`src/rtl/wb_arb_pkg.sv`:
```
// Shared types for the Wishbone instruction/data memory arbiter.
// Holds FSM state encodings, grant history and the round-robin pick rule.
package wb_arb_pkg;

  typedef enum logic [1:0] {
    IDLE,
    GNT_I,
    GNT_D
  } arb_state_t;

  typedef enum logic [1:0] {
    NONE,
    INSTR,
    DATA
  } grant_t;

  localparam int unsigned TIMEOUT_CYCLES_DEF = 255;
  localparam int unsigned TIMEOUT_W =
    $clog2(TIMEOUT_CYCLES_DEF + 1);

  // Whoever was not served last wins; no history falls back to data_first.
  function automatic grant_t rr_pick(
    input grant_t last,
    input logic   data_first
  );
    case (last)
      INSTR:   return DATA;
      DATA:    return INSTR;
      default: return data_first ? DATA : INSTR;
    endcase
  endfunction

endpackage

```
`src/rtl/wb_arb_watchdog.sv`:
```
// Per-transfer watchdog: counts granted cycles without s_ack.
// Built only when WB_ARB_TIMEOUT_EN is defined.
module wb_arb_watchdog
  import wb_arb_pkg::*;
#(
  parameter int unsigned LIMIT = TIMEOUT_CYCLES_DEF,
  parameter int unsigned W     = TIMEOUT_W
) (
  input  logic clk,
  input  logic rst,
  input  logic active,
  input  logic ack,
  output logic expire
);

  localparam logic [W-1:0] LIM = W'(LIMIT);

  logic [W-1:0] cnt_q;
  logic [W-1:0] cnt_d;

  assign expire = active && !ack && (cnt_q == LIM);

  // Any non-granted cycle zeroes the count, so entry always starts at 0.
  always_comb begin
    cnt_d = '0;
    if (active && !ack && !expire)
      cnt_d = cnt_q + 1'b1;
  end

  always_ff @(posedge clk or posedge rst) begin
    if (rst) cnt_q <= '0;
    else     cnt_q <= cnt_d;
  end

endmodule

```
`src/rtl/wb_mem_arbiter.sv`:
```
// Round-robin arbiter sharing one Wishbone memory port between m0/m1.
// Optional watchdog enabled by defining WB_ARB_TIMEOUT_EN.
module wb_mem_arbiter
  import wb_arb_pkg::*;
#(
  parameter int unsigned ADDR_WIDTH     = 32,
  parameter int unsigned DATA_WIDTH     = 32,
  parameter bit          DATA_FIRST     = 1'b1,
  parameter int unsigned TIMEOUT_CYCLES = 255
) (
  input  logic                  clk,
  input  logic                  rst,
  input  logic                  m0_cyc,
  input  logic                  m0_stb,
  input  logic                  m0_we,
  input  logic [ADDR_WIDTH-1:0] m0_addr,
  input  logic [DATA_WIDTH-1:0] m0_data_i,
  output logic [DATA_WIDTH-1:0] m0_data_o,
  output logic                  m0_ack,
  output logic                  m0_err,
  input  logic                  m1_cyc,
  input  logic                  m1_stb,
  input  logic                  m1_we,
  input  logic [ADDR_WIDTH-1:0] m1_addr,
  input  logic [DATA_WIDTH-1:0] m1_data_i,
  output logic [DATA_WIDTH-1:0] m1_data_o,
  output logic                  m1_ack,
  output logic                  m1_err,
  output logic                  s_cyc,
  output logic                  s_stb,
  output logic                  s_we,
  output logic [ADDR_WIDTH-1:0] s_addr,
  output logic [DATA_WIDTH-1:0] s_data_o,
  input  logic [DATA_WIDTH-1:0] s_data_i,
  input  logic                  s_ack
);

  arb_state_t state_q, state_d;
  grant_t     last_q, last_d;
  logic       req0, req1, gnt_i, gnt_d, expire;

  assign req0  = m0_cyc & m0_stb;
  assign req1  = m1_cyc & m1_stb;
  assign gnt_i = (state_q == GNT_I);
  assign gnt_d = (state_q == GNT_D);

`ifdef WB_ARB_TIMEOUT_EN
  localparam int unsigned TW_RAW = $clog2(TIMEOUT_CYCLES + 1);
  localparam int unsigned TW     = (TW_RAW < 8) ? 8 : TW_RAW;

  wb_arb_watchdog #(
    .LIMIT (TIMEOUT_CYCLES),
    .W     (TW)
  ) u_wdog (
    .clk    (clk),
    .rst    (rst),
    .active (gnt_i | gnt_d),
    .ack    (s_ack),
    .expire (expire)
  );
`else
  logic unused_timeout;
  assign expire         = 1'b0;
  assign unused_timeout = (TIMEOUT_CYCLES != 0);
`endif

  always_ff @(posedge clk or posedge rst) begin
    if (rst) begin
      state_q <= IDLE;
      last_q  <= NONE;
    end else begin
      state_q <= state_d;
      last_q  <= last_d;
    end
  end

  always_comb begin
    state_d = state_q;
    last_d  = last_q;
    unique case (state_q)
      IDLE: begin
        if (req0 && req1)
          state_d = (rr_pick(last_q, DATA_FIRST) == DATA)
                  ? GNT_D : GNT_I;
        else if (req1)
          state_d = GNT_D;
        else if (req0)
          state_d = GNT_I;
      end
      GNT_I: begin
        if (s_ack || expire) begin
          state_d = IDLE;
          last_d  = INSTR;
        end else if (!m0_cyc) begin
          state_d = IDLE;
        end
      end
      GNT_D: begin
        if (s_ack || expire) begin
          state_d = IDLE;
          last_d  = DATA;
        end else if (!m1_cyc) begin
          state_d = IDLE;
        end
      end
      default: state_d = IDLE;
    endcase
  end

  // Outputs decode from the registered state, so reset clears them at once.
  always_comb begin
    s_cyc     = 1'b0;
    s_stb     = 1'b0;
    s_we      = 1'b0;
    s_addr    = '0;
    s_data_o  = '0;
    m0_ack    = 1'b0;
    m0_err    = 1'b0;
    m0_data_o = '0;
    m1_ack    = 1'b0;
    m1_err    = 1'b0;
    m1_data_o = '0;
    if (gnt_i) begin
      s_cyc    = m0_cyc & ~expire;
      s_stb    = m0_stb & ~expire;
      s_we     = m0_we;
      s_addr   = m0_addr;
      s_data_o = m0_data_i;
      m0_ack   = s_ack;
      m0_err   = expire;
      if (s_ack) m0_data_o = s_data_i;
    end
    if (gnt_d) begin
      s_cyc    = m1_cyc & ~expire;
      s_stb    = m1_stb & ~expire;
      s_we     = m1_we;
      s_addr   = m1_addr;
      s_data_o = m1_data_i;
      m1_ack   = s_ack;
      m1_err   = expire;
      if (s_ack) m1_data_o = s_data_i;
    end
  end

endmodule

```
`config.mk`:
```
export PLATFORM = sky130hd
export DESIGN_NAME = wb_mem_arbiter
export DESIGN_NICKNAME = d
export VERILOG_FILES = /design/src/rtl/wb_arb_pkg.sv /design/src/rtl/wb_arb_watchdog.sv /design/src/rtl/wb_mem_arbiter.sv
export SDC_FILE = /design/constraint.sdc
export NUM_CORES = 1
export LEC_CHECK = 0
export BUFFER_PORTS_ARGS = -buffer_cell sky130_fd_sc_hd__buf_2
export CAP_MARGIN = 0
export CORE_AREA = 2 2 117 119
export CTS_CLUSTER_DIAMETER = 200
export DETAILED_ROUTE_END_ITERATION = 7
export DIE_AREA = 0 0 119 121
export PLACE_DENSITY = 0.54
export SYNTH_ARGS = -nofsm -noshare
export SYNTH_HDL_FRONTEND = slang
export SYNTH_SLANG_ARGS = --single-unit
```
`constraint.sdc`:
```
create_clock -name clk -period 2.2 [get_ports clk]
set_input_delay 0.33 -clock clk [delete_from_list [all_inputs] [get_ports clk]]
set_output_delay 0.33 -clock clk [all_outputs]
set_load 0.01 [all_outputs]
```
; ---- Word-level counts from Yosys, hierarchy flattened
; Cells that the tools add are included.
[word_totals]
regBits = 4
in_bits = 169
output_inout_bits = 135
word_cells = 48
[op_classes]
n_eq_ne = 9
muxes = 30
n_bitwise = 2
reduce_logical = 5
[op_table]
columns = op, count
row1 = $mux W32, 7
row2 = $mux W2, 13
row3 = $mux W1, 8
row4 = $eq A2 B2 Y1 const B, 3
row5 = $ne A3 B3 Y1 const B, 2
row6 = $pmux W2 S3, 1
row7 = $reduce_and A3 Y1, 2
row8 = $ne A2 B2 Y1 const B, 2
row9 = $ne A4 B4 Y1 const B, 1
row10 = $pmux W2 S2, 1
row11 = $and A1 B1 Y1, 2
row12 = $eq A2 B1 Y1 const B, 1
row13 = $logic_not A2 Y1, 1
row14 = $reduce_bool A2 Y1, 1
row15 = $logic_and A1 B1 Y1, 1

; ---- Longest topological paths before layout
[depth]
word_depth = 8
mapped_depth = 5
depth_no_buf = 3

; ---- Worst setup path after synthesis
; OpenSTA, ideal clock, no wires.
[synth_timing]
path_kind = register -> output
from = reg state_q[1]
to = out s_data_o[10]
arrival_time_ns = 1.126
setup_slack_ns = 0.744
stages_incl_launch_ff = 6
path_cell_list = dfrtp_1 -> nor2b_1 -> buf_2 -> buf_4 -> buf_6 -> a22o_1
[synth_via]
elab_chain_len = 3
elab_cells_between_ends = 4
classes_between = 2 x eq/ne / 2 x mux
[synth_lines]
columns = item, line
row1 = "start, declared", wb_mem_arbiter.sv:38  ; arb_state_t state_q, state_d;
row2 = "start signal, assigned", wb_mem_arbiter.sv:72  ; state_q <= state_d;
row3 = $eq A2 B1 Y1, wb_mem_arbiter.sv:44  ; assign gnt_i = (state_q == GNT_I);
row4 = $mux W32, wb_mem_arbiter.sv:123  ; if (gnt_i) begin
row5 = $mux W32 (*), wb_mem_arbiter.sv:133  ; if (gnt_d) begin
row6 = "end, declared", wb_mem_arbiter.sv:33  ; output logic [DATA_WIDTH-1:0] s_data_o,
; Mark *: on every way between the ends. The rest lies on a longest branch, timed or not.

; ---- Worst setup path in the final report
[layout_timing]
from = reg state_q[0]
to = out s_addr[20]
[layout_via]
elab_chain_len = 3
elab_cells_between_ends = 4
classes_between = 2 x eq/ne / 2 x mux
[layout_lines]
columns = item, line
row1 = $eq A2 B1 Y1, wb_mem_arbiter.sv:44
row2 = $mux W32, wb_mem_arbiter.sv:123
row3 = $mux W32 (*), wb_mem_arbiter.sv:133
row4 = "end, declared", wb_mem_arbiter.sv:32  ; output logic [ADDR_WIDTH-1:0] s_addr,
; Marks and branches as above.

==> qor.log <==
INFO  run_status     outcome=completed
INFO  power_and_ir_drop worst_ir_drop_vdd=0.194mV
INFO  setup_path     critical_path.startpoint_type=flop
INFO  placement      detailed_place_hpwl=7870um
INFO  cells_and_area register_area=100um^2
INFO  setup_path     worstSetupEndpoint=s_addr[20]
INFO  placement      postPlaceCellArea=3010um^2
INFO  grt            globalRoute.totalOverflow=0
INFO  detailed_routing drt_iter0_markers=140
INFO  detailed_routing routed_via_density=4.24
INFO  detailed_routing avgRoutedWirePerCell=15.3um
INFO  synthesis      synth.avg_cell_area=7.29um^2
INFO  setup_path     cp_cell_sequence=nor2b_4 -> buf_12 -> a22o_1 -> buf_2
INFO  detailed_routing vias=2726
INFO  setup_path     critical_path_peak_fanout=100
INFO  cells_and_area number_of_antenna_cells_inserted=0
INFO  cells_and_area multi_input_area=1110um^2
INFO  die            dieHeight=121um
INFO  cells_and_area finalNetCount=638
INFO  synthesis      synthesis.instances=188
INFO  detailed_routing antenna_left=0
INFO  clocking       number_of_clock_buffers_inserted_by_tritoncts=3
INFO  synthesis      synth.lib_cells_used.distinct=21
INFO  grt            groute.usage.overall=11.7%
INFO  synthesis      area_contributors_post_synth=a22o_1, and3_1, dfrtp_1
INFO  clocking       clkSinkCount=4
INFO  die            area_of_the_core=13100um^2
INFO  setup_path     worst_path_largest_cell_delay=0.43ns
INFO  synthesis      synth_seq_cells=4
INFO  detailed_routing wirelength=9830um
INFO  die            i_o_pin_count=304
INFO  clocking       cts_hold_buffers=1
INFO  cells_and_area n_fill_cell=1475
INFO  placement      placement.io_buffers=301
INFO  synthesis      yosysWarningCount=0
INFO  setup_path     critical_path_class=reg2out
INFO  clocking       postCtsSetupBuffers=0
INFO  power_and_ir_drop total_leakage_power=2.19nW
INFO  synthesis      edff_count_synth=0
INFO  placement      finalWeightedCongestion=0.849
INFO  clocking       clock_path_buffers=2
INFO  grt            grt_start_max_net_pins=101
INFO  die            placementRows=42
INFO  clocking       worstSkewPairLatency=0.22ns
INFO  setup_path     worst_setup_path_startpoint=state_q[0]
INFO  timing         post-route-min-period=2.09ns
INFO  cells_and_area final_cell_area=3090um^2
INFO  setup_path     setup.reg_to_reg.worst_slack=0.75ns
INFO  setup_path     worst_r2r_startpoint=state_q[1]
INFO  synthesis      syn-cell-area=1370um^2
INFO  timing         grt_setup_unrepaired=no
INFO  clocking       post_cts_resize_count=0
INFO  grt            first_global_vias=2432
INFO  grt            antenna_found_initial=0
INFO  synthesis      ys_seq_area_share=7.30%
INFO  die            effective_utilization_at_floorplan=10.5%
INFO  detailed_routing dr.pass1.iters=5
INFO  setup_path     regToRegEndpoint=last_q[0]
INFO  setup_path     cp.required=1.87ns
INFO  min_path       worstHoldPathType=in2reg
INFO  power_and_ir_drop pwr_density_cell=386nW/um^2
INFO  timing         final_hold_viol_count=0
INFO  timing         slew_viol_final=0
INFO  setup_path     setup.worst_path.end_class=output pin
INFO  grt            grt_first_pass_wirelength=13700um
INFO  synthesis      synth_flop_cell=dfrtp_1
INFO  clocking       cts_max_level=1
INFO  synthesis      synth_common_cells=a22o_1, and3_1, buf_2
INFO  setup_path     critPathArrivalTime=1.76ns
INFO  setup_path     critical_path.slowest_cell=dfrtp_1
INFO  clocking       clkTransAtPathRegs=0.03ns
INFO  timing         achievable-frequency=480MHz
INFO  min_path       timing.hold.worst_path_depth=2
INFO  synthesis      async_reset_ff_share=100%
INFO  synthesis      synth_largest_area_cell=a22o_1
INFO  die            floorplan.die.width=119um
INFO  detailed_routing drc=0
INFO  clocking       cts_tree=done
INFO  setup_path     timing.reg2reg.worst_path_depth=4
INFO  synthesis      synth_largest_type_area_fraction=42.2%
INFO  flow_run       max-cap-violations=0
INFO  synthesis      synth_most_common_cell=a22o_1
INFO  cells_and_area areaGrowthSynthToFinish=126%
INFO  cells_and_area layout-drive-gt1-share=66.6%
INFO  die            dieArea=14400um^2
INFO  timing         timing.clock.skew=0.0000844ns
INFO  clocking       cts.root.buffer_cell=clkbuf_16
INFO  timing         fin_tns_setup=0ns
INFO  timing         timing.final.crit_share=94.8%
INFO  timing         setup_violations=0
[routing by layer]
metal	part of all wire (%)	vias up	GRT usage, %
met3	9.2	0	1.88
met1	44	1254	16.9
met4	0	0	1.12
li1	-	1295	-
met5	0	-	0
met2	47	177	19.0
[worst min path at each step]
stage / startpoint / end / slack, ns
final: m0_cyc / state_q[0] / 0.37
after global routing: m0_cyc / state_q[0] / 0.38
after CTS: m0_cyc / state_q[0] / 0.37
after detailed placement: rst / last_q[1] / 0.22
after global placement: rst / last_q[1] / 0.22
after floorplan: rst / last_q[0] / 0.1
[cell usage in the layout, fill, tap and decap left out]
| cell type | instances |
|---|---|
| nor2b_4 | 2 |
| dlygate4sd3_1 | 1 |
| buf_12 | 2 |
| a22o_1 | 66 |
| o211ai_1 | 1 |
| inv_1 | 5 |
| o21ai_0 | 1 |
| and2_4 | 1 |
| a21oi_1 | 1 |
| nand2b_1 | 3 |
| buf_4 | 2 |
| and3_1 | 64 |
| a21o_1 | 1 |
| o21ai_1 | 1 |
| nor2b_1 | 1 |
| o211a_1 | 1 |
| dfrtp_1 | 4 |
| clkbuf_16 | 3 |
| a311oi_1 | 1 |
| conb_1 | 2 |
| buf_2 | 301 |
| nand2_1 | 3 |
[state kept, by name (all words and copies together), names as in the netlist]
signal and count:
state_q 2, last_q 2
[layout make-up]
| class | instances | share of cell area (%) |
|---|---|---|
| timing repair buffer | 306 | 50.8 |
| inverter | 5 | 0.607 |
| multi-input combinational | 149 | 35.8 |
| sequential | 4 | 3.24 |
| clock buffer | 3 | 2.43 |
| tap | 176 | 7.12 |
[report_power, final]
part           switching, mW  internal (mW)  leakage [nW]  total [mW]
Combinational          0.427          0.383          2.10       0.811
Clock                 0.0467          0.232        0.0370       0.278
Sequential            0.0131         0.0925        0.0496       0.106
[worst max-delay path: cells and delay by family, from the launching register on]
family | cells | cell delay [ns]
and+or+nand+nor | 1 | 0.20
buffers and inverters | 2 | 0.53
DFF | 1 | 0.43
AOI/OAI and AO/OA | 1 | 0.32
[logic make-up (layout without fill, tap and decap cells)]
logic type,Yosys count,in the layout,share of synthesized area (%)
AND/OR/NAND/NOR,74,74,33.4
AO/OA/AOI/OAI,73,73,45.7
buffers and inverters,36,314,13.3
flip-flops,4,4,7.30
other,1,2,0.273
[metrics by stage]
| stage | setup WS (ns) | util (%) | power (mW) | cells | hold WS, ns |
|---|---|---|---|---|---|
| 6_report | 0.115 | 23.6 | 1.19 | 643 | 0.371 |
| 2_1_floorplan | 0.744 | - | 0.517 | 189 | 0.0961 |
| 3_5_place_dp | 0.349 | 23.0 | 0.914 | 639 | 0.221 |
| 3_3_place_gp | 0.337 | 23.0 | 0.923 | 639 | 0.217 |
| 4_1_cts | 0.0933 | 23.6 | 1.21 | 643 | 0.369 |
| 5_1_grt | 0.0205 | 23.6 | 1.27 | 643 | 0.377 |
Power figures use the tool's default switching activity.
